==> config.mk <==
export PLATFORM = sky130hd
export DESIGN_NAME = bcd_sub
export DESIGN_NICKNAME = d
export VERILOG_FILES = /design/src/rtl/bcd_sub_pkg.sv /design/src/rtl/bcd_sub_digit.sv /design/src/rtl/bcd_sub.sv
export SDC_FILE = /design/constraint.sdc
export NUM_CORES = 1
export LEC_CHECK = 0
export CORE_UTILIZATION = 40
export CTS_BUF_LIST = sky130_fd_sc_hd__clkbuf_4 sky130_fd_sc_hd__clkbuf_8
export DETAILED_ROUTE_END_ITERATION = 6
export GPL_TIMING_DRIVEN = 0
export PLACE_DENSITY_LB_ADDON = 0.1
export SLEW_MARGIN = 20
export SYNTH_ARGS = -nofsm -noshare
export SYNTH_HDL_FRONTEND = slang
export SYNTH_HIERARCHICAL = 1
export SYNTH_SLANG_ARGS = --single-unit
==> constraint.sdc <==
create_clock -name clk -period 8.4 [get_ports clk]
set_input_delay 0.84 -clock clk [delete_from_list [all_inputs] [get_ports clk]]
set_output_delay 0.84 -clock clk [all_outputs]
set_load 0.005 [all_outputs]
==> src/rtl/bcd_sub_pkg.sv <==
// Shared BCD constants and the digit type used by the BCD subtractor.
package bcd_sub_pkg;
  localparam int DIGIT_W = 4;
  localparam int RADIX   = 10;

  typedef logic [DIGIT_W-1:0] bcd_digit_t;
endpackage

==> src/rtl/bcd_sub_digit.sv <==
// Single BCD digit subtractor: o = a - b - bin, corrected by +10 on borrow.
module bcd_digit_sub
  import bcd_sub_pkg::*;
(
  input  bcd_digit_t a,
  input  bcd_digit_t b,
  input  logic       bin,
  output bcd_digit_t o,
  output logic       bout
);
  // Difference spans -16..15, so a 5-bit two's-complement value holds it exactly.
  logic [DIGIT_W:0] t;

  always_comb begin
    t    = {1'b0, a} - {1'b0, b} - {{DIGIT_W{1'b0}}, bin};
    bout = t[DIGIT_W];
    o    = t[DIGIT_W-1:0] + (bout ? DIGIT_W'(RADIX) : '0);
  end
endmodule

==> src/rtl/bcd_sub.sv <==
// Multi-digit packed BCD subtractor with a combinational borrow ripple and registered result.
module bcd_sub
  import bcd_sub_pkg::*;
#(
  parameter int DIGITS = 2
) (
  input  logic                    clk,
  input  logic                    rst,
  input  logic [DIGITS*DIGIT_W-1:0] a,
  input  logic [DIGITS*DIGIT_W-1:0] b,
  input  logic                    ci,
  output logic [DIGITS*DIGIT_W-1:0] o,
  output logic                    c
);
  logic [DIGITS:0]                 bw;
  logic [DIGITS*DIGIT_W-1:0]       o_d, o_q;
  logic                            c_d, c_q;

  assign bw[0] = ci;

  for (genvar i = 0; i < DIGITS; i++) begin : g_dig
    bcd_digit_sub u_dig (
      .a    (a[i*DIGIT_W +: DIGIT_W]),
      .b    (b[i*DIGIT_W +: DIGIT_W]),
      .bin  (bw[i]),
      .o    (o_d[i*DIGIT_W +: DIGIT_W]),
      .bout (bw[i+1])
    );
  end

  assign c_d = bw[DIGITS];

  always_ff @(posedge clk) begin
    if (rst) begin
      o_q <= '0;
      c_q <= 1'b0;
    end else begin
      o_q <= o_d;
      c_q <= c_d;
    end
  end

  assign o = o_q;
  assign c = c_q;
endmodule

Word-level counts from Yosys, hierarchy flattened
Index checks and enable logic that the tools add are counted.
{"block": "op_classes", "addsub": 6, "n_mux": 2}
{"cell": "subtractor 4 x 4 -> 5 bit", "n": 2}
{"cell": "subtractor 5 x 1 -> 5 bit", "n": 2}
{"cell": "adder 4 bit", "n": 2}
{"cell": "two-way mux 4 bit", "n": 2}
{"block": "word_totals", "regBits": 9, "in_bits": 19, "output_inout_bits": 9, "wordCells": 10}

Logic depth before layout (Yosys ltp)
{"block": "logic_depth", "word_depth": 5, "mapped_depth": 19, "ltp_nobuf": 19}

Hierarchy
Netlist, hierarchy kept.
{"module": "bcd_digit_sub", "n_inst": 2, "cells_per_inst": 30, "area_each_um2": 264.0, "seq_area_each_um2": 0.0}
{"module": "bcd_sub", "n_inst": 1, "cells_per_inst": 18, "area_each_um2": 236.5, "seq_area_each_um2": 180.2}

Worst setup path after synthesis
OpenSTA, ideal clock, no wires.
{"block": "synth_path", "path_kind": "input -> register", "from": "in b[0]", "to": "reg o_q[7], in the netlist o[7]", "setup_ps": 114, "arrival_time_ps": 4254, "required_ps": 8286, "slack_ps": 4032, "cell_stages": 19, "n_path_buf": 0, "cell_sequence": "inv_1 fa_1 fa_1 nand2b_1 a21oi_2 xnor2_2 inv_1 inv_1 fa_1 fa_1 nand2b_1 a21oi_2 xnor2_2 nor2b_1 ha_1 xnor2_1 xnor2_1 xnor2_1 nor2b_1"}
{"block": "synth_between", "elab_chain_len": 5}
{"item": "from (decl)", "line_no": "bcd_sub.sv:10", "source": "input logic [DIGITS*DIGIT_W-1:0] b,"}
{"item": "subtractor 4 x 4 -> 5 bit *", "line_no": "bcd_sub_digit.sv:15", "source": "t = {1'b0, a} - {1'b0, b} - {{DIGIT_W{1'b0}}, bin};"}
{"item": "subtractor 5 x 1 -> 5 bit *", "line_no": "bcd_sub_digit.sv:15"}
{"item": "net bw[1]", "line_no": "bcd_sub.sv:15", "source": "logic [DIGITS:0] bw;"}
{"item": "subtractor 5 x 1 -> 5 bit *", "line_no": "bcd_sub_digit.sv:15"}
{"item": "two-way mux 4 bit", "line_no": "bcd_sub_digit.sv:17", "source": "o = t[DIGIT_W-1:0] + (bout ? DIGIT_W'(RADIX) : '0);"}
{"item": "adder 4 bit *", "line_no": "bcd_sub_digit.sv:17"}
{"item": "net o_d[7]", "line_no": "bcd_sub.sv:16", "source": "logic [DIGITS*DIGIT_W-1:0] o_d, o_q;"}
{"item": "to (signal assigned)", "line_no": "bcd_sub.sv:35", "source": "o_q <= '0;"}
{"item": "to (signal assigned)", "line_no": "bcd_sub.sv:38", "source": "o_q <= o_d;"}
{"item": "to (decl)", "line_no": "bcd_sub.sv:16"}
The timed path passes the listed nets; every way through them passes the cells marked *.
A chain may end at the register's enable or synchronous reset.

Final worst setup path
Same ends and word-level chain as after synthesis.

==> impl_metrics.toml <==
[layout]
n_fill_cell = 168
multi_input_area_um2 = 517
final_util = 0.621
diodes = 0
synthToLayoutAreaGrowth_pct = 43.4
final_net_count = 147
final_cells = 134
drive_above_1_share = 0.0734
seq_area_um2 = 180

[placed_design]
hpwl_um = 984
portBuffers = 27
routabilityCongestion = 0.686
place_inst = 130

[routing]
finalWirelength_mm = 1.11
viasPerCell = 4.20
ant_nets = 0
firstDrtPassIters = 4
avgRoutedWirePerCell_um = 8.25
drtIter0Drc = 7
drc = 0
routed-via-count = 563

[worst_setup_path]
critPathSlowestCell = "clkdlybuf4s50_1"
crit_top_cell = "fa_1"
worstSetupPathType = "input port to flip-flop"
crit_buf_inv = 4
crit_path_start_kind = "input port"
required_ps = 8540
crit_arrival_ps = 4960
cpPeakStageDelay_ps = 450
endpoint_kind = "flip-flop"
cp_top_family = "adder cells"
path_cells = "clkdlybuf4s50_1, inv_1, fa_1, fa_1, nand2b_1, a21oi_2, xnor2_2, inv_1, inv_1, fa_1, fa_1, nand2b_1, a21oi_2, xnor2_2, nor2b_1, ha_1, xnor2_1, xnor2_1, xnor2_1, nor2b_1"
path_max_fanout = 4

[clocking]
cts_buffer_depth = 2
cts_hold_buf = 0
clk_pin_slew_ps = 50
post_cts_resized = 0
cts-root-buf = "clkbuf_4"
post_cts_buffers = 0
ctsHtreeMaxLevel = 1
clock-sinks = 9
cts_tree = "built"
cts_buffers = 3

[logic_synthesis]
synth_nets = 115
ys_top_cells_by_count = "inv_1, ha_1, nor2b_1"
synth.distinct_cells = 12
synth_area_per_cell_um2 = 9.80
postSynthCellCount = 78
synthFlopType = "dfxtp_1"
ys_seq_area_frac = 0.236
ys_ff_latch = 9
synth_edf_count = 0
post-synth-top-count-cell = "inv_1"
synth_top_cell_area_share = 0.236
ys_warn_count = 6
synth_top_area_cell = "dfxtp_1"
synth.cell_area_um2 = 764
synthTopCellsByArea = "dfxtp_1, ha_1, fa_1"
async_flop_share = 0

[worst_hold_path]
worstHoldPathCells = 2
holdCritPathClass = "input port to flip-flop"
min_from = "rst"
hold_end = "c$_SDFF_PP0_"

[outcome]
status = "completed"

[floorplan]
die-area_mm2 = 0.00209
io_pins = 28
die_h_um = 45.7
row_count = 15
die_x_um = 45.7
coreArea_mm2 = 0.00176
initial_core_util = 0.433

[global_routing]
grt_pass1_vias = 508
grt_usage = 0.138
antenna_found_initial = 0
overflow = 0
grt_pass1_wl_mm = 1.98
grt_max_degree = 10

[power]
ir_worst_vdd_mv = 0.114
power_density_mw_per_mm2 = 173
p_leak_nw = 0.510

[timing]
finalHoldViolations = 0
fin_crit_sh = 0.574
tns_ps = 0
worstMarginPinSlew_ps = 309
min_period_ps = 4820
finalSetupViolations = 0
drv_slew = 0
fmax_mhz = 207
rsz0062_at_grt = "false"
relSlewSlack = 0.794

[flow_run]
drv_cap = 0
[layout by cell type (no fill, tap or decap)]
cell type	instances
clkdlybuf4s50_1	27
inv_1	18
ha_1	14
nor2b_1	11
dfxtp_1	9
xnor2_1	8
clkbuf_4	4
xor2_1	4
fa_1	4
nand2b_1	2
a21oi_2	2
xnor2_2	2
o21ai_0	2
nand3b_1	2
[final cells by class]
cell class,instances,area share
Clock buffer,4,0.0274
Sequential cell,9,0.164
Tap cell,25,0.0285
Timing Repair Buffer,27,0.247
Multi-Input combinational cell,51,0.471
Inverter,18,0.0616
[routing by layer]
metal,GRT usage,part of all wire,vias up
met2,0.229,0.47,22
met3,0.0714,0.098,2
li1,-,-,297
met5,0,0,-
met1,0.156,0.43,242
met4,0.0353,0.0072,0
[power breakdown]
group | switching (mW) | internal (mW)
logic | 0.0357 | 0.0617
registers | 0.00287 | 0.0539
clock network | 0.0140 | 0.0215
total | 0.0526 | 0.137
[how the worst max path moves through the flow]
stage,from,to,slack (ps),cells after the start
global route,b[0],o[7]$_SDFF_PP0_,3300,20
finish,b[0],o[7]$_SDFF_PP0_,3580,20
global placement,b[0],o[7]$_SDFF_PP0_,3340,20
floorplan,b[0],o[7]$_SDFF_PP0_,4030,19
CTS,b[0],o[7]$_SDFF_PP0_,3530,20
detailed placement,b[0],o[7]$_SDFF_PP0_,3300,20
[metrics by stage]
stage | total power [mW] | cell area [µm²] | worst slack, ps | hold slack, ps
after floorplan | 0.117 | 764 | 4030 | 912
after global routing | 0.208 | 1100 | 3300 | 1370
after CTS | 0.193 | 1100 | 3530 | 1360
after detailed placement | 0.157 | 1070 | 3300 | 1540
final | 0.190 | 1100 | 3580 | 1330
after global placement | 0.155 | 1070 | 3340 | 1540
[cells by family (layout without fill, tap and decap cells)]
group / after synthesis / in the layout / share of synthesized area
adder cells (fa/ha/maj): 18 / 18 / 0.334
flip-flops: 9 / 9 / 0.236
AND/OR/NAND/NOR: 15 / 15 / 0.126
AO/OA/AOI/OAI: 4 / 4 / 0.0360
buffers and inverters: 18 / 49 / 0.0884
XOR/XNOR: 14 / 14 / 0.180
[state kept, by name (all words and copies together) (netlist names)]
name  count
c         1
o         8
Note: power is estimated with default switching activity, not from simulation.
